===== src/rtl/cpu_pkg.sv =====
// Shared encodings for the MIPS core pipeline: writeback source selects,
// load-type codes and default datapath widths.
package cpu_pkg;

  localparam int DEF_DATA_W = 32;
  localparam int DEF_ADDR_W = 5;
  localparam int DEF_CNT_W  = 32;

  localparam logic [1:0] WB_SEL_ALU  = 2'd0;
  localparam logic [1:0] WB_SEL_LOAD = 2'd1;
  localparam logic [1:0] WB_SEL_LINK = 2'd2;

  localparam logic [2:0] LD_NONE = 3'd0;
  localparam logic [2:0] LD_LB   = 3'd1;
  localparam logic [2:0] LD_LBU  = 3'd2;
  localparam logic [2:0] LD_LH   = 3'd3;
  localparam logic [2:0] LD_LHU  = 3'd4;
  localparam logic [2:0] LD_LW   = 3'd5;

endpackage


===== src/rtl/load_align.sv =====
// Extracts the addressed byte/halfword from a raw memory word and extends it;
// flags halfword/word accesses that are not naturally aligned.
module load_align
  import cpu_pkg::*;
#(
  parameter int DATA_W = DEF_DATA_W
) (
  input  logic [2:0]        load_type,
  input  logic [1:0]        addr_lo,
  input  logic [DATA_W-1:0] rdata,
  output logic [DATA_W-1:0] data,
  output logic              misaligned
);

  logic [7:0]  byte_v;
  logic [15:0] half_v;

  always_comb begin
    byte_v     = rdata[{addr_lo, 3'b000} +: 8];
    half_v     = addr_lo[1] ? rdata[16 +: 16] : rdata[0 +: 16];
    data       = rdata;
    misaligned = 1'b0;
    case (load_type)
      LD_LB:  data = {{(DATA_W-8){byte_v[7]}}, byte_v};
      LD_LBU: data = {{(DATA_W-8){1'b0}}, byte_v};
      LD_LH: begin
        data       = {{(DATA_W-16){half_v[15]}}, half_v};
        misaligned = addr_lo[0];
      end
      LD_LHU: begin
        data       = {{(DATA_W-16){1'b0}}, half_v};
        misaligned = addr_lo[0];
      end
      LD_LW:  misaligned = (addr_lo != 2'b00);
      default: data = rdata;
    endcase
  end

endmodule


===== src/rtl/mem_wb_stage.sv =====
// MEM/WB pipeline register plus writeback mux; drives the register-file write
// port, the EX forwarding tap and a retired-instruction counter.
module mem_wb_stage
  import cpu_pkg::*;
#(
  parameter int DATA_W = DEF_DATA_W,
  parameter int ADDR_W = DEF_ADDR_W,
  parameter int CNT_W  = DEF_CNT_W
) (
  input  logic              clk,
  input  logic              rst,
  input  logic              stall,
  input  logic              flush,
  input  logic              mem_valid,
  input  logic              mem_rf_w,
  input  logic [ADDR_W-1:0] mem_waddr,
  input  logic [1:0]        mem_wb_sel,
  input  logic [2:0]        mem_load_type,
  input  logic [1:0]        mem_addr_lo,
  input  logic [DATA_W-1:0] mem_alu_res,
  input  logic [DATA_W-1:0] mem_rdata,
  input  logic [DATA_W-1:0] mem_link_pc,
  output logic              rf_w,
  output logic [ADDR_W-1:0] waddr,
  output logic [DATA_W-1:0] wdata,
  output logic              fwd_valid,
  output logic              align_err,
  output logic [CNT_W-1:0]  retired
);

  logic              wb_valid;
  logic              wb_rf_w;
  logic [ADDR_W-1:0] wb_waddr;
  logic [1:0]        wb_sel;
  logic [2:0]        wb_load_type;
  logic [1:0]        wb_addr_lo;
  logic [DATA_W-1:0] wb_alu_res;
  logic [DATA_W-1:0] wb_rdata;
  logic [DATA_W-1:0] wb_link_pc;

  logic [DATA_W-1:0] ld_data;
  logic              ld_mis;
  logic              count_en;

  // flush beats stall; stall freezes the whole WB slot, including its payload.
  always_ff @(posedge clk or negedge rst) begin
    if (!rst) begin
      wb_valid     <= 1'b0;
      wb_rf_w      <= 1'b0;
      wb_waddr     <= '0;
      wb_sel       <= WB_SEL_ALU;
      wb_load_type <= LD_NONE;
      wb_addr_lo   <= 2'b00;
      wb_alu_res   <= '0;
      wb_rdata     <= '0;
      wb_link_pc   <= '0;
    end else if (flush) begin
      wb_valid <= 1'b0;
    end else if (!stall) begin
      wb_valid     <= mem_valid;
      wb_rf_w      <= mem_rf_w;
      wb_waddr     <= mem_waddr;
      wb_sel       <= mem_wb_sel;
      wb_load_type <= mem_load_type;
      wb_addr_lo   <= mem_addr_lo;
      wb_alu_res   <= mem_alu_res;
      wb_rdata     <= mem_rdata;
      wb_link_pc   <= mem_link_pc;
    end
  end

  load_align #(.DATA_W(DATA_W)) u_load_align (
    .load_type  (wb_load_type),
    .addr_lo    (wb_addr_lo),
    .rdata      (wb_rdata),
    .data       (ld_data),
    .misaligned (ld_mis)
  );

  always_comb begin
    case (wb_sel)
      WB_SEL_LOAD: wdata = ld_data;
      WB_SEL_LINK: wdata = wb_link_pc;
      default:     wdata = wb_alu_res;
    endcase
  end

  assign waddr     = wb_waddr;
  assign align_err = wb_valid & ld_mis;
  assign rf_w      = wb_valid & wb_rf_w & (wb_waddr != '0) & ~align_err;
  assign fwd_valid = rf_w;

  // An instruction retires when it leaves WB; a stalled one is counted only on
  // the edge it finally moves on, and a flush during stall drops it uncounted.
  assign count_en = wb_valid & ~align_err & ~stall;

  always_ff @(posedge clk or negedge rst) begin
    if (!rst) begin
      retired <= '0;
    end else if (count_en) begin
      retired <= retired + 1'b1;
    end
  end

endmodule


===== config.mk =====
export PLATFORM = sky130hd
export DESIGN_NAME = mem_wb_stage
export DESIGN_NICKNAME = d
export VERILOG_FILES = /design/src/rtl/cpu_pkg.sv /design/src/rtl/load_align.sv /design/src/rtl/mem_wb_stage.sv
export SDC_FILE = /design/constraint.sdc
export NUM_CORES = 1
export LEC_CHECK = 0
export ABC_AREA = 0
export BUFFER_PORTS_ARGS = -buffer_cell sky130_fd_sc_hd__buf_2
export CAP_MARGIN = 15
export CORE_ASPECT_RATIO = 0.9
export CORE_MARGIN = 2
export CORE_UTILIZATION = 45
export CTS_CLUSTER_SIZE = 30
export DETAILED_ROUTE_END_ITERATION = 7
export MAX_ROUTING_LAYER = met4
export PLACE_DENSITY = 0.73
export SLEW_MARGIN = 20
export SYNTH_ARGS = -nofsm -noshare
export SYNTH_HDL_FRONTEND = slang
export SYNTH_SLANG_ARGS = --single-unit

===== constraint.sdc =====
create_clock -name clk -period 1.8 [get_ports clk]
set_input_delay 0.09 -clock clk [delete_from_list [all_inputs] [get_ports clk]]
set_output_delay 0.09 -clock clk [all_outputs]
set_load 0.01 [all_outputs]

* Yosys cells after proc, flatten, opt, wreduce, memory -nomap -nowiden
Cells that the tools add are included.
Operators by class: equality and inequality tests 8, shifts and indexed selects 1, multiplexer cells 6, reductions and logical operators 4, add/sub/neg operators 1, bitwise logic cells 9
Operators by type and width (count):
- 32-bit one-hot mux with 4 select lines | 1
- 32-bit one-hot mux with 2 select lines | 1
- 32-bit by 1-bit adder with 32-bit output, second input constant | 1
- 32-bit by 6-bit indexed part select with 8-bit output | 1
- 16-bit 2-to-1 mux | 1
- 1-bit bitwise AND | 6
- 3-bit by 2-bit == test with 1-bit output, second input constant | 2
- 3-bit == test, second input constant | 2
- 5-bit nonzero test | 1
- 3-bit by 1-bit == test with 1-bit output, second input constant | 1
- 1-bit inverter | 3
- 2-bit by 1-bit == test with 1-bit output, second input constant | 1
- 2-bit == test, second input constant | 1
- 1-bit 2-to-1 mux | 2
- 2-bit by 1-bit != test with 1-bit output, second input constant | 1
- 1-bit one-hot mux with 2 select lines | 1
- 2-bit AND reduction | 1
- 2-bit nonzero test | 1
- 2-bit OR reduction | 1
Word-level totals: flip-flop bits (word level) 142, input bits 114, output and inout bits 72, word-level logic and storage cells 39

* Depth between registers and ports, before layout
Gate-level depths: netlist of run 1.
depth in word-level cells 7, gate-level depth with buffers 7, depth with buffers taken out 6

* Cells and area by module
From an unflattened synthesis of run 1, not the netlist that was laid out.
Second synthesis, totals: cell total of the unflattened synthesis 654, area, all modules 7360.8 µm²
Modules (own cells, without submodules):
- mem_wb_stage | times used 1, area each 6267.3 µm², sequential area each 3553.4 µm², cells an instance 484
- load_align | times used 1, area each 1093.5 µm², sequential area each 0.0 µm², cells an instance 170

* Worst setup path before layout of run 1
Ideal clock, no wire load.
path type flip-flop to output port, from register wb_addr_lo[0], to output wdata[16], arrival 1.743 ns, slack -0.033 ns, path buffers 2, stages on the path, launching flop included 8, path through dfrtp_1 -> buf_4 -> mux2i_1 -> mux2_2 -> a22oi_1 -> o221ai_2 -> clkbuf_2 -> o21ai_0
Between the ends: longest elaborated chain between the ends 3
Ends and longest elaborated chain:
- from (decl) | line mem_wb_stage.sv:36 | logic [1:0] wb_addr_lo;
- from (signal assigned) | line mem_wb_stage.sv:65 | wb_addr_lo <= mem_addr_lo;
- 32-bit by 6-bit indexed part select with 8-bit output | line load_align.sv:19 | byte_v = rdata[{addr_lo, 3'b000} +: 8];
- 32-bit one-hot mux with 4 select lines | line load_align.sv:23 | case (load_type)
- 32-bit one-hot mux with 2 select lines | line mem_wb_stage.sv:81 | case (wb_sel)
- to (decl) | line mem_wb_stage.sv:25 | output logic [DATA_W-1:0] wdata,
Every way passes these cells.

* Worst setup path after layout of run 1
from register wb_addr_lo[0], to output wdata[30]
Same word-level chain as after synthesis.

==> impl_metrics.env, run 1 <==
export IMPL_crit_slowest_cell="dfrtp_1"
export IMPL_grt_antenna_before_repair=1
export IMPL_timing_reg2reg_worst_path_depth=9
export IMPL_ff2ff_setup_slack_ps=-280
export IMPL_overall_power_of_the_completed_layout_mw=10.6
export IMPL_violations="setup timing"
export IMPL_drt_pass1_iterations=5
export IMPL_number_of_synthesized_register_bits=142
export IMPL_floorplan_io_pins=186
export IMPL_dpl_cell_count=1011
export IMPL_slew_violations=0
export IMPL_post_synth_fa_ha_maj_area_fraction_pct=0.694
export IMPL_clock_skew_final_ps=5.53
export IMPL_whs_ps=186
export IMPL_post_route_period_util_pct=124
export IMPL_achievable_clock_frequency_ghz=0.449
export IMPL_clock_power_share_pct=32.9
export IMPL_cellPowerDensity_nw_per_um2=975
export IMPL_yosys_most_used_dff="dfrtp_1"
export IMPL_clock_root_buffer="clkbuf_16"
export IMPL_compound_cell_area_share_of_the_yosys_netlist_pct=8.35
export IMPL_dpl_cell_area_sq_um=8450
export IMPL_post_syn_instances=602
export IMPL_pre_cts_ws_ps=-191
export IMPL_detail_route_wl_per_cell_um=19.7
export IMPL_setup_worst_path_class="flip-flop to primary output"
export IMPL_grt_pass1_vias=6808
export IMPL_outcome="finished, violations left"
export IMPL_worst_slew_margin_rel_pct=67.5
export IMPL_die_w_um=134
export IMPL_grt_util_all_layers_pct=28.9
export IMPL_post_layout_util_pct=73.6
export IMPL_seq_power_share_pct=37.2
export IMPL_clock_sinks=142
export IMPL_clk_insertion_delay_late_ps=420
export IMPL_syn_to_final_growth_pct=59.2
export IMPL_fraction_of_final_layout_cells_sized_beyond_drive_strength_1_pct=49.8
export IMPL_cp_max_fo=16
export IMPL_ys_types=50
export IMPL_layout_filler_cells=961
export IMPL_cp_arrival_ps=2140
export IMPL_drv_cap=0
export IMPL_effective_utilization_at_floorplan_pct=46.2
export IMPL_hpwl_mm=14.0
export IMPL_syn_nets=719
export IMPL_setup_tns_ps=-14830
export IMPL_vias_per_cell=5.37
export IMPL_path_depth=7
export IMPL_route_final_wire_length_mm=23.0
export IMPL_cp_data_required_time_ps=1710
export IMPL_setup_repair_after_global_routing_missed_its_margin="true"
export IMPL_worstSetupEndpointType="primary output"
export IMPL_intPower_mw=7.33
export IMPL_detail_route_drc_violations=0
export IMPL_regToRegStartpoint="wb_addr_lo[1]"
export IMPL_p_switching_mw=3.30
export IMPL_postRouteAntennaNets=0
export IMPL_ir_drop_mv=0.748
export IMPL_setup_violations=53
export IMPL_synth_xor_area_share_pct=4.35
export IMPL_worstReg2RegEnd="retired[20]"
export IMPL_ys_async_sr_fraction_pct=100
export IMPL_drt_initial_drc_count=342
export IMPL_cts_buffers=17
export IMPL_clkSlewWorstSetupHoldPaths_ps=60
export IMPL_power_frac_comb_pct=30.0
export IMPL_synth_area_mux_share_pct=19.8
export IMPL_yosysSeqAreaShare_pct=51.9
export IMPL_slowest_delay_ps=420
export IMPL_hold_path_class="input port to asynchronous set/reset pin"
export IMPL_gp_congestion=0.899
export IMPL_grt_ovfl_total=0
export IMPL_synth_top_family_by_area="multiplexers"
export IMPL_timing_critical_path_from="wb_addr_lo[0]"
export IMPL_swShare_pct=31.0
export IMPL_dieArea_sq_um=16200
export IMPL_simple_gate_share_of_the_synthesized_area_pct=12.3
export IMPL_row_count=42
export IMPL_grt_first_pass_wirelength_mm=35.1
export IMPL_number_of_hold_violations_in_the_final_report=0
export IMPL_vias=6294
export IMPL_timing_critical_path_cells="mux2i_1 > mux2_4 > a22oi_2 > o221ai_2 > buf_12 > o21ai_2 > buf_2"
export IMPL_design_final_nets=1076
export IMPL_clock_tree_buffer_depth=2
export IMPL_critical_path_n_buffers_inverters=2
export IMPL_die_h_um=121
export IMPL_stdcell_area_sq_um=10900
export IMPL_cp_top_family="compound AO/OA/AOI/OAI gates"
export IMPL_largest_net_degree_at_the_start_of_global_routing=50
export IMPL_startpoint_type="flip-flop"
export IMPL_instances_no_fill=1171
export IMPL_io_buffers=185
export IMPL_number_of_warning_messages_in_the_yosys_log=0
export IMPL_synth_edf_count=0
export IMPL_worst_slack_ps=-427
export IMPL_final_period_minus_worst_setup_slack_ps=2230
export IMPL_tightest_slew_ps=486
export IMPL_tritoncts_clock_tree="built"
export IMPL_synth_area_per_cell_sq_um=11.4
export IMPL_core_area_sq_um=14800
export IMPL_critical_path_endpoint="wdata[30]"
export IMPL_power_leakage_nw=5.00
export IMPL_syn_cell_area_sq_um=6850
export IMPL_htree_num_levels=4
sequential cells by signal, summed over array words and instances, names as in the netlist:
| signal | flops |
|---|---|
| wb_link_pc | 32 |
| wb_valid | 1 |
| retired | 32 |
| wb_load_type | 3 |
| wb_addr_lo | 2 |
| wb_rf_w | 1 |
| wb_sel | 2 |
| wb_rdata | 32 |
| waddr | 5 |
| wb_alu_res | 32 |
worst min path at each step:
stage,start,to,slack [ps],depth (start not counted)
2_1_floorplan,rst,retired[0],-210,0
3_3_place_gp,rst,wb_rf_w,50,1
3_5_place_dp,rst,waddr[4],60,1
4_1_cts,stall,wb_sel[1],190,4
5_1_grt,rst,waddr[1],220,2
6_report,rst,waddr[4],190,2
repair_timing:
action | CTS | global route
resized for setup | 86 | 57
endpoints found under the setup margin | 53 | 60
endpoints found under the hold margin | 155 | 0
gates cloned | 1 | 0
pin swaps | 32 | 27
hold buffers | 112 | 0
buffers inserted | 3 | 11
area by class of cell:
cell class	instances	area (sq um)	share of cell area (%)
tap	198	248	2.27
inverter	8	30.0	0.275
clock inverter	10	113	1.03
timing repair buffer	373	2840	26.0
clock buffer	22	474	4.35
multi-input combinational	417	3640	33.4
sequential	142	3560	32.6
antenna	1	2.50	0.0230
cell usage in the layout, fill, tap and decap left out, drive strengths merged, types with 22 or more instances in the layout:
cell,Yosys,layout
dfrtp,142,142
buf,15,261
xnor2,27,27
dlygate4sd3,0,112
o21ai,27,27
clkbuf,20,22
nor2,55,55
mux2,106,106
a21oi,25,25
nand2,65,65
routing by layer:
layer  vias to the layer above  part of all wire, %  global-route usage, %
met5                         -                    0                      -
met4                         0                  3.2                   11.0
met3                        51                  5.1                   5.93
met2                       262                   50                   47.5
met1                      3118                   41                   35.5
li1                       2863                    -                      -
cell families (layout without fill, tap and decap cells):
logic type                 after synthesis  after routing
DFF                                    142            142
and+or+nand+nor                        170            170
AOI/OAI and AO/OA                       87             87
adders and majority gates                4              4
muxes                                  122            122
xor gates and xnor gates                34             34
buffers and inverters                   43            413
other                                    0              1
cells in the mapped netlist, types with 2 or more instances:
master    number  area share, %
nand3_1       12           0.88
a21oi_1       25            1.8
buf_2         11           0.80
o211ai_1       7           0.77
clkbuf_1      19            1.0
xor2_1         7           0.90
a31oi_1        3           0.27
xnor2_1       27            3.5
buf_4          2           0.22
nor2b_1        3           0.27
nand4_2        2           0.37
and3_1         2           0.18
o21ai_0       27            2.0
nand3b_1       3           0.33
nand4_1        7           0.64
o221ai_1      15            1.9
dfrtp_1      142             52
nand4b_1       2           0.26
nor3_1         3           0.22
mux2i_1       16            2.3
and4b_1        2           0.29
nand2_1       65            3.6
mux2_2       106             17
nor4_1         2           0.18
inv_1          8           0.44
nor2_1        55            3.0
buf_1          2           0.11
and4_1         2           0.26
ha_1           3           0.55
o22a_1         2           0.26
power groups by stage:
stage	Combinational [mW]	Sequential (mW)	Clock (mW)
after global routing	3.40	3.99	3.69
final	3.19	3.95	3.49
after detailed placement	2.52	3.95	0
after global placement	2.47	3.92	0
after CTS	2.96	3.91	3.54
after floorplan	1.35	3.89	0
worst reg2reg max path, stage by stage, from the launching register on:
cell	delay [ps]
dfrtp_1	430
buf_6	140
buf_6	120
nand4b_1	180
nand4_4	170
buf_6	170
nor4_4	170
buf_6	170
nand4_1	120
xnor2_1	300
No activity file was read; power rests on OpenSTA's default activity.
==> run 2: changes to the inputs <==
PLACE_DENSITY = 0.7   (was 0.73)
clock period = 2.1 ns   (was 1.8 ns; I/O delays follow)
==> run 2 against run 1 <==
Net effect: the run still ends with setup timing left; critical path depth unchanged; hold slack gained 17 ps; combinational power shrank 8.5%; critical endpoint is now wdata[28]; via count is 1.4% higher; first-iteration DRC count rose by 30%; non-clock buffer count down 22; clock power decreased by 13%; routed wire length increased by 2.5%.
==> impl_metrics.env, run 2 (synthesized netlist as in run 1, its figures left out) <==
export IMPL_outcome="finished, violations left"
export IMPL_violations="setup timing"
export IMPL_setup_repair_after_global_routing_missed_its_margin="true"
export IMPL_grt_util_all_layers_pct=29.5
export IMPL_dieArea_sq_um=16200
export IMPL_layout_filler_cells=953
export IMPL_cp_data_required_time_ps=2000
export IMPL_cp_arrival_ps=2270
export IMPL_core_area_sq_um=14800
export IMPL_vias_per_cell=5.56
export IMPL_intPower_mw=6.42
export IMPL_power_leakage_nw=4.84
export IMPL_swShare_pct=31.6
export IMPL_vias=6382
export IMPL_worst_slew_margin_rel_pct=61.7
export IMPL_power_frac_comb_pct=31.1
export IMPL_ir_drop_mv=0.722
export IMPL_whs_ps=203
export IMPL_tightest_slew_ps=575
export IMPL_die_w_um=134
export IMPL_row_count=42
export IMPL_drv_cap=0
export IMPL_setup_violations=30
export IMPL_io_buffers=185
export IMPL_grt_first_pass_wirelength_mm=35.6
export IMPL_grt_ovfl_total=0
export IMPL_total_area_of_multi_input_combinational_cells_sq_um=3630
export IMPL_detail_route_wl_per_cell_um=20.6
export IMPL_clock_root_buffer="clkbuf_16"
export IMPL_drt_pass1_iterations=5
export IMPL_hpwl_mm=13.2
export IMPL_post_layout_util_pct=72.7
export IMPL_ff2ff_setup_slack_ps=10
export IMPL_instances_no_fill=1148
export IMPL_slowest_delay_ps=430
export IMPL_clock_power_share_pct=32.4
export IMPL_cts_buffers=17
export IMPL_number_of_hold_violations_in_the_final_report=0
export IMPL_design_final_nets=1055
export IMPL_gp_congestion=0.863
export IMPL_timing_critical_path_cells="mux2i_1 > mux2_4 > a22oi_2 > buf_4 > o221ai_4 > o21ai_2 > buf_2"
export IMPL_floorplan_io_pins=186
export IMPL_effective_utilization_at_floorplan_pct=46.2
export IMPL_mostFrequentLayoutCell="buf_2"
export IMPL_seq_power_share_pct=36.6
export IMPL_htree_num_levels=4
export IMPL_clock_tree_buffer_depth=2
export IMPL_hold_path_class="input port to flip-flop"
export IMPL_grt_antenna_before_repair=0
export IMPL_fraction_of_final_layout_cells_sized_beyond_drive_strength_1_pct=47.7
export IMPL_final_period_minus_worst_setup_slack_ps=2380
export IMPL_route_final_wire_length_mm=23.6
export IMPL_cellPowerDensity_nw_per_um2=871
export IMPL_syn_to_final_growth_pct=57.4
export IMPL_slew_violations=0
export IMPL_drt_initial_drc_count=445
export IMPL_startpoint_type="flip-flop"
export IMPL_clock_skew_final_ps=7.34
export IMPL_p_switching_mw=2.97
export IMPL_insertedDiodeCount=0
export IMPL_sequential_cell_area_sq_um=3560
export IMPL_worst_slack_ps=-279
export IMPL_dpl_cell_count=970
export IMPL_mostFrequentLayoutCells="buf_2, dfrtp_1, dlygate4sd3_1, mux2_2, nand2_1"
export IMPL_setup_tns_ps=-5130
export IMPL_cp_max_fo=8
export IMPL_clkSlewWorstSetupHoldPaths_ps=60
export IMPL_detail_route_drc_violations=0
export IMPL_postRouteAntennaNets=0
export IMPL_post_route_period_util_pct=113
export IMPL_tritoncts_clock_tree="built"
export IMPL_worstSetupEndpointType="primary output"
export IMPL_grt_pass1_vias=6720
export IMPL_clk_insertion_delay_late_ps=420
export IMPL_setup_worst_path_class="flip-flop to primary output"
export IMPL_clock_sinks=142
export IMPL_crit_slowest_cell="dfrtp_2"
export IMPL_achievable_clock_frequency_ghz=0.420
export IMPL_largest_net_degree_at_the_start_of_global_routing=103
export IMPL_die_h_um=121
==> run 2: cell types whose count changed in the layout (fill, tap and decap cells not counted), moves of 4 or more <==
cell / change
nand2_1: +6
o21ai_1: +6
o221ai_4: +6
xnor2_2: -4
buf_4: -20
xnor2_1: +4
nand3_1: +6
o21ai_2: -5
o221ai_2: -5
mux2i_1: -5
==> run 2: power by group through the flow <==
stage / logic, mW / clock network (mW) / registers, mW
3_3_place_gp: 1.86 / 0 / 3.39
2_1_floorplan: 1.16 / 0 / 3.33
3_5_place_dp: 1.90 / 0 / 3.42
5_1_grt: 3.10 / 3.21 / 3.47
4_1_cts: 2.48 / 3.08 / 3.38
6_report: 2.92 / 3.04 / 3.43
==> run 2: routing by layer <==
layer	vias to the layer above	global-route usage [%]	share of wire, %
li1	2813	-	-
met5	-	-	0
met2	324	48.7	52
met4	0	11.7	2.3
met1	3199	35.7	40
met3	46	6.22	6.3
==> run 2: cell type report <==
type	instances	area share, %
multi-input cells	418	33.7
flip-flops and latches	142	33.0
repair buffers	351	25.2
clock buffers	22	4.49
well taps	198	2.30
clock inverters	9	0.998
inverters	8	0.279
==> run 2: worst max-delay path: cells and delay by family, from the launching register on <==
family,cells,cell delay [ps]
compound gates,3,660
mux,2,440
flops,1,430
buf+inv,2,320
==> run 2: repair_timing <==
| action | in CTS | in global routing |
|---|---|---|
| hold buffers | 112 | 0 |
| hold endpoints to repair | 157 | 0 |
| gates resized for setup | 66 | 73 |
| pin swaps | 23 | 33 |
| endpoints found under the setup margin | 33 | 55 |
| setup buffers | 16 | 14 |
| gates cloned | 4 | 1 |
==> run 2: final timing paths <==
check	start	endpoint	cells past startpoint
min	stall	retired[15]	4
max reg2reg	wb_load_type[1]	retired[20]	9
max in group asynchronous	rst	wb_load_type[1]	3
max	wb_addr_lo[0]	wdata[28]	7
min in group asynchronous	rst	retired[14]	2
min reg2reg	retired[31]	retired[31]	1
==> run 2: stage by stage <==
step           area (sq um)  setup slack, ps  total power, mW
2_1_floorplan          6850              252             4.49
3_3_place_gp           8080             76.4             5.25
3_5_place_dp           8080            -71.0             5.32
4_1_cts               10200             -195             8.93
5_1_grt               10800             -324             9.77
6_report              10800             -279             9.39
